`config.mk`:
```
export PLATFORM = sky130hd
export DESIGN_NAME = pic_bus_sequencer
export DESIGN_NICKNAME = d
export VERILOG_FILES = /design/src/rtl/pic_seq_pkg.sv /design/src/rtl/pic_strobe_timer.sv /design/src/rtl/pic_bus_sequencer.sv
export SDC_FILE = /design/constraint.sdc
export NUM_CORES = 1
export LEC_CHECK = 0
export ABC_AREA = 1
export CAP_MARGIN = 5
export CORE_MARGIN = 2
export CORE_UTILIZATION = 56
export CTS_BUF_LIST = sky130_fd_sc_hd__clkbuf_8
export CTS_CLUSTER_DIAMETER = 80
export DETAILED_ROUTE_END_ITERATION = 12
export PLACE_DENSITY = 0.88
export SYNTH_ARGS = -nofsm -noshare
export SYNTH_HDL_FRONTEND = slang
export SYNTH_SLANG_ARGS = --single-unit
export TNS_END_PERCENT = 50
```
`constraint.sdc`:
```
create_clock -name clk -period 4.58 [get_ports clk]
set_clock_uncertainty 0.2 [all_clocks]
set_input_delay 1.374 -clock clk [delete_from_list [all_inputs] [get_ports clk]]
set_output_delay 1.374 -clock clk [all_outputs]
set_load 0.005 [all_outputs]
```
`src/rtl/pic_seq_pkg.sv`:
```
// Shared types and constants for the 8259 PIC bus sequencer.
//   state_t   : sequencer FSM states
//   EOI_CMD   : non-specific end-of-interrupt command word
//   *_DEF     : default init words (ICW1, ICW2, ICW4, OCW1)
//   TMR_W     : width of the strobe dwell counter
package pic_seq_pkg;

   typedef enum logic [3:0] {
      INIT_SEL,
      IDLE,
      WR_SETUP,
      WR_STROBE,
      WR_HOLD,
      INTA1,
      INTA_GAP,
      INTA2,
      INTA_DONE
   } state_t;

   localparam logic [7:0] EOI_CMD  = 8'h20;
   localparam logic [7:0] ICW1_DEF = 8'h13;
   localparam logic [7:0] ICW2_DEF = 8'h08;
   localparam logic [7:0] ICW4_DEF = 8'h09;
   localparam logic [7:0] OCW1_DEF = 8'h00;
   localparam int         TMR_W    = 4;

endpackage

```
`src/rtl/pic_strobe_timer.sv`:
```
// Loadable down-counter that times how long a strobe phase dwells.
//   clk, rst : clock, async active-high reset
//   load     : load load_val this clock (overrides counting)
//   load_val : dwell length in clocks (>=1)
//   done     : high during the last clock of the dwell
module pic_strobe_timer
   import pic_seq_pkg::*;
#(
   parameter int W = TMR_W
) (
   input  logic         clk,
   input  logic         rst,
   input  logic         load,
   input  logic [W-1:0] load_val,
   output logic         done
);

   logic [W-1:0] cnt;

   always_ff @(posedge clk or posedge rst) begin
      if (rst)
         cnt <= '0;
      else if (load)
         cnt <= load_val;
      else if (cnt != '0)
         cnt <= cnt - 1'b1;
   end

   // cnt holds N on the first clock of an N-clock dwell, so 1 marks the last one
   assign done = (cnt == W'(1));

endmodule

```
`src/rtl/pic_bus_sequencer.sv`:
```
// Sole bus master of an 8259 PIC: runs the init word sequence after reset,
// then arbitrates interrupt acknowledge, EOI and mask-update requests.
//   clk, rst            : clock, async active-high reset
//   pic_cs_n/wr_n/rd_n  : PIC chip select / write / read strobes
//   pic_a0, pic_dout    : PIC register select and write data
//   pic_doe             : drive enable for pic_dout onto the shared bus
//   pic_din             : data from the PIC bus (vector during INTA2)
//   pic_inta_n, pic_int : interrupt acknowledge out, PIC interrupt in
//   ack_req             : CPU acknowledge request, level until vec_valid
//   vec, vec_valid      : captured vector and its one-clock strobe
//   eoi_req             : pulse requesting a non-specific EOI
//   mask_wr, mask_data  : pulse requesting an OCW1 write of mask_data
//   init_done, busy     : init sequence finished / bus cycle in progress
module pic_bus_sequencer
   import pic_seq_pkg::*;
#(
   parameter logic [7:0] ICW1      = ICW1_DEF,
   parameter logic [7:0] ICW2      = ICW2_DEF,
   parameter logic [7:0] ICW4      = ICW4_DEF,
   parameter logic [7:0] OCW1_INIT = OCW1_DEF,
   parameter int         PULSE_LEN = 3,
   parameter int         GAP_LEN   = 1
) (
   input  logic       clk,
   input  logic       rst,
   output logic       pic_cs_n,
   output logic       pic_wr_n,
   output logic       pic_rd_n,
   output logic       pic_a0,
   output logic [7:0] pic_dout,
   output logic       pic_doe,
   input  logic [7:0] pic_din,
   output logic       pic_inta_n,
   input  logic       pic_int,
   input  logic       ack_req,
   output logic [7:0] vec,
   output logic       vec_valid,
   input  logic       eoi_req,
   input  logic       mask_wr,
   input  logic [7:0] mask_data,
   output logic       init_done,
   output logic       busy
);

   state_t           state, state_nx;
   logic             tmr_load, tmr_done;
   logic [TMR_W-1:0] tmr_val;
   logic             grant_eoi, grant_mask, init_step, init_fin;
   logic [1:0]       init_idx;
   logic [1:0]       eoi_cnt;
   logic             mask_pend;
   logic [7:0]       mask_q;
   logic             wr_a0;
   logic [7:0]       wr_data;
   logic             in_wr;

   pic_strobe_timer #(.W(TMR_W)) u_tmr (
      .clk      (clk),
      .rst      (rst),
      .load     (tmr_load),
      .load_val (tmr_val),
      .done     (tmr_done)
   );

   always_ff @(posedge clk or posedge rst) begin
      if (rst) state <= INIT_SEL;
      else     state <= state_nx;
   end

   always_comb begin
      state_nx   = state;
      tmr_load   = 1'b0;
      tmr_val    = '0;
      grant_eoi  = 1'b0;
      grant_mask = 1'b0;
      init_step  = 1'b0;
      init_fin   = 1'b0;
      case (state)
         INIT_SEL: state_nx = WR_SETUP;
         IDLE: begin
            if (ack_req && pic_int) begin
               state_nx = INTA1;
               tmr_load = 1'b1;
               tmr_val  = TMR_W'(PULSE_LEN);
            end else if (eoi_cnt != 2'd0) begin
               grant_eoi = 1'b1;
               state_nx  = WR_SETUP;
            end else if (mask_pend) begin
               grant_mask = 1'b1;
               state_nx   = WR_SETUP;
            end
         end
         WR_SETUP: begin
            state_nx = WR_STROBE;
            tmr_load = 1'b1;
            tmr_val  = TMR_W'(PULSE_LEN);
         end
         WR_STROBE: if (tmr_done) state_nx = WR_HOLD;
         WR_HOLD: begin
            if (init_done) begin
               state_nx = IDLE;
            end else if (init_idx == 2'd3) begin
               init_fin = 1'b1;
               state_nx = IDLE;
            end else begin
               init_step = 1'b1;
               state_nx  = INIT_SEL;
            end
         end
         INTA1: if (tmr_done) begin
            state_nx = INTA_GAP;
            tmr_load = 1'b1;
            tmr_val  = TMR_W'(GAP_LEN);
         end
         INTA_GAP: if (tmr_done) begin
            state_nx = INTA2;
            tmr_load = 1'b1;
            tmr_val  = TMR_W'(PULSE_LEN);
         end
         INTA2:     if (tmr_done) state_nx = INTA_DONE;
         INTA_DONE: state_nx = IDLE;
         default:   state_nx = IDLE;
      endcase
   end

   always_ff @(posedge clk or posedge rst) begin
      if (rst) begin
         init_idx  <= 2'd0;
         init_done <= 1'b0;
         eoi_cnt   <= 2'd0;
         mask_pend <= 1'b0;
         mask_q    <= 8'h00;
         wr_a0     <= 1'b0;
         wr_data   <= 8'h00;
         vec       <= 8'h00;
         busy      <= 1'b0;
      end else begin
         if (init_step) init_idx  <= init_idx + 2'd1;
         if (init_fin)  init_done <= 1'b1;

         // Simultaneous request and service cancel out, even when saturated
         case ({eoi_req, grant_eoi})
            2'b10:   if (eoi_cnt != 2'd3) eoi_cnt <= eoi_cnt + 2'd1;
            2'b01:   eoi_cnt <= eoi_cnt - 2'd1;
            default: ;
         endcase

         // A mask_wr coinciding with a grant re-arms pending with the newer data
         if (mask_wr) begin
            mask_pend <= 1'b1;
            mask_q    <= mask_data;
         end else if (grant_mask) begin
            mask_pend <= 1'b0;
         end

         if (state == INIT_SEL) begin
            wr_a0 <= (init_idx != 2'd0);
            case (init_idx)
               2'd0:    wr_data <= ICW1;
               2'd1:    wr_data <= ICW2;
               2'd2:    wr_data <= ICW4;
               default: wr_data <= OCW1_INIT;
            endcase
         end else if (grant_eoi) begin
            wr_a0   <= 1'b0;
            wr_data <= EOI_CMD;
         end else if (grant_mask) begin
            wr_a0   <= 1'b1;
            wr_data <= mask_q;
         end

         if (state == INTA2 && tmr_done) vec <= pic_din;

         // Registered so it reads 0 while reset holds the FSM in INIT_SEL
         busy <= (state_nx != IDLE) && !(state_nx == INIT_SEL && init_done);
      end
   end

   // Strobes decode straight from the state register so reset releases them at once
   assign in_wr      = (state == WR_SETUP) || (state == WR_STROBE) || (state == WR_HOLD);
   assign pic_cs_n   = !(in_wr || state == INTA2);
   assign pic_wr_n   = (state != WR_STROBE);
   assign pic_rd_n   = (state != INTA2);
   assign pic_inta_n = !(state == INTA1 || state == INTA2);
   assign pic_doe    = in_wr;
   assign pic_a0     = in_wr && wr_a0;
   assign pic_dout   = wr_data;
   assign vec_valid  = (state == INTA_DONE);

endmodule

```
# Word-level counts from Yosys, hierarchy flattened
# Cells that the tools add are included.
# totals
ff_bits	40
input_bits	22
output_inout_bits	25
wordCells	101
# op_classes
addsub	4
eq_ne	19
mux	43
reduce_logical	24
# ops
operator	count
4-bit two-way mux	9
4-bit one-hot mux with 8 select lines	1
8-bit two-way mux	3
1-bit two-way mux	23
4-bit by 3-bit equality test with 1-bit output, second input constant	4
5-bit one-hot mux with 3 select lines	1
2-bit nonzero test	5
4-bit by 1-bit equality test with 1-bit output, second input constant	2
4-bit by 2-bit equality test with 1-bit output, second input constant	2
4-bit logical NOT	2
2-bit one-hot mux with 4 select lines	1
2-bit equality test, second input constant	3
2-bit two-way mux	3
1-bit logical AND	5
2-bit by 1-bit adder with 2-bit output, second input constant	2
2-bit by 1-bit equality test with 1-bit output, second input constant	2
4-bit equality test, second input constant	1
1-bit logical OR	4
2-bit inequality test, second input constant	2
4-bit by 1-bit inequality test with 1-bit output, second input constant	1
4-bit by 2-bit inequality test with 1-bit output, second input constant	1
4-bit by 3-bit inequality test with 1-bit output, second input constant	1
2-bit one-hot mux with 2 select lines	1
4-bit nonzero test	1
other kinds (8)	10

# Depth between registers and ports, before layout
# Gate-level depths: netlist of the first run.
# logic_depth
word_depth	8
depth_mapped	10
ltp_nobuf	10

# Hierarchy
# A second synthesis of the first run with hierarchy kept.
# unflattened
cells_unflattened	244
area_unflattened_um2	2080.7
# by_module_without_submodules
mod	n_inst	cells_each	area_each_um2	seq_area_each_um2
pic_bus_sequencer	1	207	1803.0	900.9
pic_strobe_timer	1	37	277.8	100.1

# Worst setup path before layout of the first run
# No wires, ideal clock.
# synth_timing
path_kind	reg2out
start	register state[1]
end	output pic_cs_n
arrival_time_ns	1.007
t_required_ns	3.006
setup_slack_ns	1.999
path_stages_with_launch	7
path_buffers	0
cell_sequence	dfrtp_1 > inv_1 > nand2_1 > nor2_1 > a21oi_1 > inv_1 > nor2_1
# synth_between
elab_chain_cells	5
word_cells_on_any_way	8
classes_between	4 x eq/ne; 4 x reduce/logical
# synth_rtl
element	line_no	source
start: declaration	pic_bus_sequencer.sv:45	state_t state, state_nx;
start signal: assignment	pic_bus_sequencer.sv:67	else state <= state_nx;
4-bit by 2-bit equality test with 1-bit output	pic_bus_sequencer.sv:180	assign in_wr = (state == WR_SETUP) || (state == WR_STROBE) || (state == WR_HOLD);
1-bit logical OR	pic_bus_sequencer.sv:180	
1-bit logical OR *	pic_bus_sequencer.sv:180	
via pic_doe	pic_bus_sequencer.sv:31	output logic pic_doe,
1-bit logical OR *	pic_bus_sequencer.sv:181	assign pic_cs_n = !(in_wr || state == INTA2);
1-bit logical NOT *	pic_bus_sequencer.sv:181	
end: declaration	pic_bus_sequencer.sv:26	output logic pic_cs_n,
# Mark *: on every way through the listed nets, which the timed path passes. The rest lies on a longest branch.

# Worst setup path in the final report of the first run
# layout_timing
start	register state[1]
end	output pic_cs_n
# layout_between
elab_chain_cells	5
word_cells_on_any_way	8
classes_between	4 x eq/ne; 4 x reduce/logical
# layout_rtl
element	line_no
4-bit by 2-bit equality test with 1-bit output	pic_bus_sequencer.sv:180
1-bit logical OR (2 in a row)	pic_bus_sequencer.sv:180
1-bit logical OR *	pic_bus_sequencer.sv:181
1-bit logical NOT *	pic_bus_sequencer.sv:181
# Mark *: on every way between the ends. The rest lies on a longest branch, timed or not.

==> flow_summary.json, run 1 <==
{
  "layout.nets": 326,
  "hold_class": "flip-flop to flip-flop",
  "p_clk_share_pct": 18.2,
  "seqPwrFrac_pct": 33.9,
  "netlist_instances": 246,
  "maxCapViolations": 0,
  "crit_slowest_cell": "clkdlybuf4s50_1",
  "gp_congestion": 0.854,
  "cts-root-buf": "clkbuf_8",
  "synth_compound_area_share_pct": 4.28,
  "crit_path_end": "pic_cs_n",
  "ys_warn_count": 0,
  "powerDensity_nw_per_um2": 620,
  "p_comb_share_pct": 47.9,
  "grt_max_degree": 41,
  "multi_input_area_um2": 910,
  "cts_made_buffers": 5,
  "cp_num_buf_inv": 3,
  "pre_cts_slack_ns": 1.40,
  "synth_top_cell_area_share_pct": 49.0,
  "dp_hpwl_um": 3300,
  "synthAdderAreaFrac_pct": 3.67,
  "setup_tns_ns": 0,
  "grt_usage_pct": 24.0,
  "first_pass_iters": 4,
  "synthSimpleGateAreaFrac_pct": 31.9,
  "layoutNonFillerInstCount": 345,
  "intPower_mw": 1.02,
  "cts_max_level": 2,
  "synth_top_family_by_area": "simple AND/OR/NAND/NOR gates",
  "fill_cells": 230,
  "slew_headroom_pct": 67.8,
  "ys_ff_latch": 40,
  "reg2reg_to": "vec[4]",
  "cts_max_path_buffers": 2,
  "status": "finished clean",
  "critical_path_arrival_ns": 1.93,
  "dieWidth_um": 64.4,
  "required_ns": 3.01,
  "crit_fanout": 6,
  "final_area_um2": 2680,
  "yosysUniqueCellTypes": 26,
  "clk_pin_slew_ns": 0.07,
  "synth-xor-area-share_pct": 1.29,
  "rr_startpoint": "u_tmr.cnt[1]",
  "yosysTopAreaCell": "dfrtp_1",
  "die_y_um": 64.4,
  "grt_pass1_wl_um": 7570,
  "cp_top_family": "buffers and inverters",
  "synth_area_per_cell_um2": 8.31,
  "fin_crit_sh_pct": 76.5,
  "seq_area_um2": 1000,
  "whs_ns": 0.278,
  "mappedNetlistArea_um2": 2040,
  "viasPerCell": 4.95,
  "rsz0062_at_grt": "no",
  "worst_slew_pin_slew_ns": 0.484,
  "p_total_mw": 1.66,
  "setup_viol": 0,
  "max_stage_delay_ns": 0.50,
  "clock.fmax_mhz": 285,
  "synth_area_leaders": "dfrtp_1 49%, nand2_1 15%, inv_1 4.8%",
  "path_class": "flip-flop to output pin",
  "worst_r2r_path_depth": 7,
  "avgRoutedWirePerCell_um": 12.6,
  "areaGrowthSynthToFinish_pct": 30.9,
  "muxShareOfSynthArea_pct": 3.30,
  "p_leak_nw": 1.35,
  "dp_cells": 337,
  "core_um2": 3420,
  "endpoint_kind": "output pin",
  "antenna_found_initial": 0,
  "post_cts_buffers": 0,
  "clk_latency_ns": 0.29,
  "final_util_pct": 78.4,
  "start_util_pct": 59.9,
  "setup_ws_ns": 1.08,
  "die_area_um2": 4150,
  "globalRouteOverflowTotal": 0,
  "grt_pass1_vias": 1712,
  "drt-total-wl_um": 4350,
  "rrSetupSlack_ns": 2.79,
  "rows": 21,
  "peakVddDrop_mv": 0.393,
  "post_cts_resized": 0,
  "path_depth": 7,
  "syn_nets": 274,
  "vias": 1707,
  "holdBufCountCts": 0,
  "drive_above_1_share_pct": 12.4,
  "cp-start-kind": "flip-flop",
  "p_switching_mw": 0.636,
  "crit_chain": "inv_1, nand2_1, nor2_1, a21oi_1, inv_1, nor2_1, clkdlybuf4s50_1",
  "first_iter_violations": 82,
  "swShare_pct": 38.3,
  "placed_area_um2": 2550,
  "drc": 0,
  "startpoint": "state[1]",
  "cts_tree": "built",
  "antenna_left": 0,
  "min_period_ns": 3.50,
  "maxSlewViolCount": 0,
  "clock_sinks": 40,
  "diodes": 0,
  "hold_viol": 0,
  "port_buffers": 46,
  "io_pins": 47,
  "ys_seq_area_share_pct": 49.0
}
==> synth_stat cells <==
| cell | instances |
|---|---|
| inv_4 | 1 |
| dfrtp_1 | 40 |
| nor2_1 | 22 |
| nor2_4 | 6 |
| o21ai_1 | 3 |
| nand2_1 | 83 |
| a21o_1 | 1 |
| nand4_1 | 1 |
| or2_1 | 1 |
| mux2_2 | 6 |
| nor3_1 | 4 |
| clkbuf_1 | 1 |
| xor2_1 | 1 |
| o21ai_0 | 9 |
| nand2_2 | 6 |
| inv_2 | 4 |
| nand3_1 | 13 |
| a21oi_1 | 4 |
| nand3_4 | 1 |
| ha_1 | 6 |
| inv_1 | 26 |
| nor2_2 | 2 |
| or2_2 | 1 |
| nor2_8 | 1 |
| xnor2_1 | 2 |
| buf_6 | 1 |
==> state kept, by name (all words and copies together) (netlist names) <==
name / cells
wr_a0: 1
init_done: 1
init_idx: 2
mask_pend: 1
vec: 8
busy: 1
u_tmr.cnt: 4
state: 4
pic_dout: 8
eoi_cnt: 2
mask_q: 8
==> cell families (layout without fill, tap and decap cells) <==
| group | after synthesis | after routing |
|---|---|---|
| compound gates | 17 | 17 |
| fa+ha+maj | 6 | 6 |
| mux | 6 | 6 |
| xor+xnor | 3 | 3 |
| simple gates | 141 | 141 |
| flops | 40 | 40 |
| buf+inv | 33 | 86 |
==> power by group through the flow <==
stage	logic, mW	clock network, mW	registers, mW
final	0.794	0.303	0.562
after global routing	0.899	0.322	0.579
after CTS	0.801	0.304	0.562
after detailed placement	0.791	0	0.568
after global placement	0.765	0	0.561
after floorplan	0.476	0	0.561
==> worst register-to-register path, delay by kind of cell, from the launching register on <==
kind / cells / cell delay [ns]
adder cells (fa/ha/maj): 1 / 0.14
AND/OR/NAND/NOR: 4 / 0.62
buffers and inverters: 2 / 0.31
flip-flops: 1 / 0.41
==> worst min-delay path by stage <==
stage | from | endpoint | slack (ns) | cells after the start
4_1_cts | vec[7] | vec[7] | 0.28 | 2
2_1_floorplan | vec[0] | vec[0] | 0.27 | 2
3_5_place_dp | vec[1] | vec[1] | 0.26 | 2
3_3_place_gp | vec[7] | vec[7] | 0.25 | 2
5_1_grt | vec[3] | vec[3] | 0.31 | 2
6_report | vec[5] | vec[5] | 0.28 | 2
==> placed cells by master, fill, tap and decap left out, drive strengths merged <==
master | Yosys | final
nand2 | 89 | 89
clkdlybuf4s50 | 0 | 46
dfrtp | 40 | 40
inv | 31 | 31
nor2 | 31 | 31
nand3 | 14 | 14
o21ai | 12 | 12
mux2 | 6 | 6
ha | 6 | 6
clkbuf | 1 | 6
nor3 | 4 | 4
a21oi | 4 | 4
xnor2 | 2 | 2
or2 | 2 | 2
a21o | 1 | 1
nand4 | 1 | 1
xor2 | 1 | 1
bufinv | 0 | 1
clkinv | 0 | 1
buf | 1 | 1
==> routing by layer <==
metal	wire (um)	global-route usage [%]
met2	2170	40.5
met1	1920	31.1
met4	55	8.51
met3	206	4.69
met5	0	0
==> area by class of cell <==
class,count,share of cell area (%)
Sequential cell,40,37.4
Multi-Input combinational cell,173,34.0
Timing Repair Buffer,47,17.5
Inverter,31,4.44
Clock buffer,6,3.09
Tap cell,46,2.15
Clock inverter,2,1.45
No activity file was read; power rests on OpenSTA's default activity.
==> inputs of run 2 (changes only) <==
- CORE_UTILIZATION: 56 -> 52
- PLACE_DENSITY: 0.88 -> 0.82
- clock period: 4.58 -> 3.25 ns (I/O delays scaled with it)
==> run 2 against run 1 <==
Wire length down 3.4%. Register-to-register slack worse by 1.3 ns. Critical path type unchanged. Via count decreased by 0.35%. Combinational power grew 41%.
==> flow_summary.json, run 2 (same netlist as run 1, synthesis figures left out) <==
{
  "layout.nets": 326,
  "path_class": "flip-flop to output pin",
  "hold_class": "flip-flop to flip-flop",
  "max_stage_delay_ns": 0.50,
  "reg2reg_to": "busy",
  "globalRouteOverflowTotal": 0,
  "viasPerCell": 4.90,
  "powerDensity_nw_per_um2": 844,
  "rr_startpoint": "u_tmr.cnt[1]",
  "min_from": "vec[3]",
  "cts_max_path_buffers": 2,
  "status": "finished clean",
  "p_leak_nw": 1.34,
  "clk_latency_ns": 0.28,
  "maxCapViolations": 0,
  "port_buffers": 46,
  "hold_end": "vec[3]",
  "fin_crit_sh_pct": 93.4,
  "worst_r2r_path_depth": 8,
  "first_pass_iters": 4,
  "crit_fanout": 6,
  "antenna_found_initial": 0,
  "areaGrowthSynthToFinish_pct": 29.5,
  "worst_slew_pin_slew_ns": 0.491,
  "post_cts_resized": 0,
  "crit_slowest_cell": "clkdlybuf4s50_1",
  "io_pins": 47,
  "dp_hpwl_um": 3190,
  "grt_pass1_vias": 1655,
  "clk_pin_slew_ns": 0.07,
  "start_util_pct": 55.0,
  "pre_cts_slack_ns": 0.502,
  "dieWidth_um": 66.7,
  "clock_sinks": 40,
  "drt-total-wl_um": 4200,
  "setup_viol": 0,
  "die_area_um2": 4450,
  "maxSlewViolCount": 0,
  "holdPathStages": 2,
  "critical_path_arrival_ns": 1.86,
  "rsz0062_at_grt": "no",
  "diodes": 0,
  "antenna_left": 0,
  "hold_viol": 0,
  "gp_congestion": 0.890,
  "drive_above_1_share_pct": 11.7,
  "clock.fmax_mhz": 329,
  "peakVddDrop_mv": 0.556,
  "final_common_cell": "nand2_1",
  "first_iter_violations": 92,
  "crit_chain": "inv_1, nand2_1, nor2_1, a21oi_1, inv_1, nor2_1, clkdlybuf4s50_1",
  "drc": 0,
  "core_um2": 3720,
  "cts_tree": "built",
  "setup_tns_ns": 0,
  "most-common-layout-cells": "83 x nand2_1, 46 x clkdlybuf4s50_1, 40 x dfrtp_1",
  "avgRoutedWirePerCell_um": 12.1,
  "cts_made_buffers": 5,
  "grt_pass1_wl_um": 7380,
  "rrSetupSlack_ns": 1.48,
  "grt_max_degree": 41,
  "slew_headroom_pct": 67.2,
  "post_cts_buffers": 0,
  "fill_cells": 313,
  "min_period_ns": 3.04,
  "required_ns": 2.07,
  "multi_input_area_um2": 910,
  "cts-root-buf": "clkbuf_8",
  "setup_ws_ns": 0.213,
  "cts_max_level": 2,
  "holdBufCountCts": 0,
  "endpoint_kind": "output pin",
  "grt_usage_pct": 21.9,
  "vias": 1701,
  "rows": 22,
  "die_y_um": 66.7,
  "seq_area_um2": 1000,
  "cp-start-kind": "flip-flop"
}
run 2: cell types whose count changed in the layout (fill, tap and decap cells not counted), sizes merged:
cell	previous run	this run
clkinv	1	0
bufinv	1	0
inv	31	33
run 2: layout make-up:
| type | instances | share of cell area [%] |
|---|---|---|
| timing repair buffer | 47 | 17.7 |
| clock inverter | 2 | 0.284 |
| inverter | 31 | 4.49 |
| sequential | 40 | 37.8 |
| tap | 48 | 2.27 |
| clock buffer | 6 | 3.12 |
| multi-input combinational | 173 | 34.4 |
run 2: how the worst max path moves through the flow:
stage	to	start	cells after the start	slack, ns
floorplan	pic_cs_n	state[1]	6	1.07
global placement	pic_cs_n	state[1]	7	0.53
detailed placement	pic_cs_n	state[1]	7	0.50
CTS	pic_cs_n	state[1]	7	0.19
global route	pic_cs_n	state[1]	7	0.04
finish	pic_cs_n	state[1]	7	0.21
run 2: worst max-delay path, delay by kind of cell, from the launching register on:
kind | cells | cell delay (ns)
AOI/OAI and AO/OA | 1 | 0.18
buffers and inverters | 3 | 0.64
DFF | 1 | 0.46
and+or+nand+nor | 3 | 0.31
run 2: through the flow:
step	std cells	util, %	hold WS [ns]	total power [mW]	cell area (um2)
2_1_floorplan	246	-	0.265	1.46	2040
3_3_place_gp	339	68.8	0.255	1.88	2560
3_5_place_dp	339	68.8	0.263	1.92	2560
4_1_cts	347	71.2	0.280	2.26	2650
5_1_grt	347	71.2	0.306	2.43	2650
6_report	347	71.2	0.274	2.24	2650
run 2: report_power, final:
group	internal [mW]	total [mW]	leakage, nW	switching [mW]
registers	0.673	0.794	0.475	0.121
logic	0.519	1.12	0.809	0.597
clock network	0.167	0.325	0.0538	0.158
run 2: routing by layer:
| layer | wire length, um | global-route usage [%] | share of wire, % |
|---|---|---|---|
| met2 | 2060 | 35.1 | 49 |
| met4 | 17 | 5.87 | 0.40 |
| met5 | 0 | 0 | 0 |
| met3 | 183 | 4.39 | 4.4 |
| met1 | 1930 | 30.3 | 46 |
==> inputs of run 3 (changes only) <==
- CORE_UTILIZATION: 52 -> 40
- PLACE_DENSITY: 0.82 -> 0.66
==> run 3 against run 2 <==
Hold slack got worse by 0.0020 ns. Non-clock buffer count is the same. Sequential power fell by 1%. Largest power group unchanged. First-iteration DRC count shrank 15%.
==> flow_summary.json, run 3 (same netlist as run 1, synthesis figures left out) <==
{
  "status": "finished clean",
  "setup_viol": 0,
  "met2_usage_pct": 23.3,
  "start_util_pct": 40.8,
  "vias": 1655,
  "layout.nets": 326,
  "cts_max_path_buffers": 2,
  "path_depth": 7,
  "seqPwrFrac_pct": 35.1,
  "dieWidth_um": 75.5,
  "cp_num_buf_inv": 3,
  "p_leak_nw": 1.33,
  "drive_above_1_share_pct": 12.1,
  "crit_slowest_cell": "clkdlybuf4s50_1",
  "grt.busiest_layer": "met2",
  "clock_sinks": 40,
  "holdPathStages": 2,
  "hold_class": "flip-flop to flip-flop",
  "rsz0062_at_grt": "no",
  "critical_path_arrival_ns": 1.91,
  "holdBufCountCts": 0,
  "rows": 26,
  "first_pass_iters": 4,
  "worst_slew_pin_slew_ns": 0.492,
  "cts_made_buffers": 5,
  "most-common-layout-cells": "83 x nand2_1, 46 x clkdlybuf4s50_1, 40 x dfrtp_1",
  "worst_r2r_path_depth": 7,
  "clk_pin_slew_ns": 0.07,
  "max_stage_delay_ns": 0.50,
  "grt_pass1_wl_um": 6540,
  "core_um2": 5010,
  "min_period_ns": 3.08,
  "p_switching_mw": 0.856,
  "post_cts_resized": 0,
  "p_comb_share_pct": 49.1,
  "cp-start-kind": "flip-flop",
  "slew_headroom_pct": 67.2,
  "die_y_um": 75.5,
  "cts_max_level": 2,
  "crit_chain": "inv_1, nand2_1, nor2_1, a21oi_1, inv_1, nor2_1, clkdlybuf4s50_1",
  "drc": 0,
  "required_ns": 2.07,
  "swShare_pct": 38.3,
  "path_class": "flip-flop to output pin",
  "post_cts_buffers": 0,
  "dp_hpwl_um": 3040,
  "hold_viol": 0,
  "clock.fmax_mhz": 324,
  "io_pins": 47,
  "fin_crit_sh_pct": 94.9,
  "drt-total-wl_um": 4040,
  "cts_tree": "built",
  "maxSlewViolCount": 0,
  "gp_congestion": 0.839,
  "grt_max_degree": 41,
  "antenna_found_initial": 0,
  "final_common_cell": "nand2_1",
  "clk_latency_ns": 0.29,
  "viasPerCell": 4.50,
  "peakVddDrop_mv": 0.351,
  "avgRoutedWirePerCell_um": 11.0,
  "powerDensity_nw_per_um2": 834,
  "grt_pass1_vias": 1510,
  "use_met3_pct": 3.70,
  "cts-root-buf": "clkbuf_8",
  "globalRouteOverflowTotal": 0,
  "port_buffers": 46,
  "endpoint_kind": "output pin",
  "cp_top_family": "buffers and inverters",
  "whs_ns": 0.272,
  "first_iter_violations": 78,
  "antenna_left": 0,
  "diodes": 0,
  "intPower_mw": 1.38,
  "use_met1_pct": 21.0,
  "grt_usage_pct": 15.2,
  "p_clk_share_pct": 15.7,
  "setup_tns_ns": 0,
  "areaGrowthSynthToFinish_pct": 31.2,
  "die_area_um2": 5700,
  "crit_fanout": 6,
  "maxCapViolations": 0
}
run 3: cell count changes in the layout (fill, tap and decap cells not counted):
cell / change
inv_1: -2
clkbuf_8: +1
run 3: power by group through the flow:
stage | sequential (mW) | clock (mW) | combinational, mW
floorplan | 0.791 | 0 | 0.670
global placement | 0.793 | 0 | 1.10
detailed placement | 0.796 | 0 | 1.11
CTS | 0.788 | 0.365 | 1.12
global route | 0.810 | 0.382 | 1.25
finish | 0.786 | 0.352 | 1.10
run 3: worst register-to-register path: cells and delay by family (launching register included):
kind | cells | cell delay (ns)
fa+ha+maj | 1 | 0.15
buf+inv | 2 | 0.30
flops | 1 | 0.40
simple gates | 4 | 0.59
run 3: worst paths after layout:
path,from,endpoint,slack (ns)
max reg2reg,u_tmr.cnt[1],vec[5],1.51
max,state[1],pic_cs_n,0.17
min reg2reg,vec[3],vec[3],0.27
min,vec[3],vec[3],0.27
min in group asynchronous,rst,pic_dout[3],0.90
max in group asynchronous,rst,vec[7],1.61
run 3: metrics by stage:
step / util [%] / power [mW] / setup slack [ns] / std cells / area (um2)
final: 53.5 / 2.24 / 0.166 / 368 / 2680
after CTS: 53.5 / 2.27 / 0.156 / 368 / 2680
after detailed placement: 51.6 / 1.90 / 0.487 / 361 / 2580
after global placement: 51.6 / 1.89 / 0.498 / 361 / 2580
after global routing: 53.5 / 2.45 / 0.00578 / 368 / 2680
after floorplan: - / 1.46 / 1.07 / 246 / 2040
run 3: cell type report:
cell class              instances  area [um2]
fillers                       493        2330
flip-flops and latches         40        1000
multi-input cells             173         910
repair buffers                 47         468
inverters                      31         119
clock buffers                   7        96.3
well taps                      70        87.6
run 3: layer usage:
layer,up-vias,wire [um]
met5,-,0
met4,0,64
met3,6,118
met2,23,1940
met1,762,1910
li1,864,-
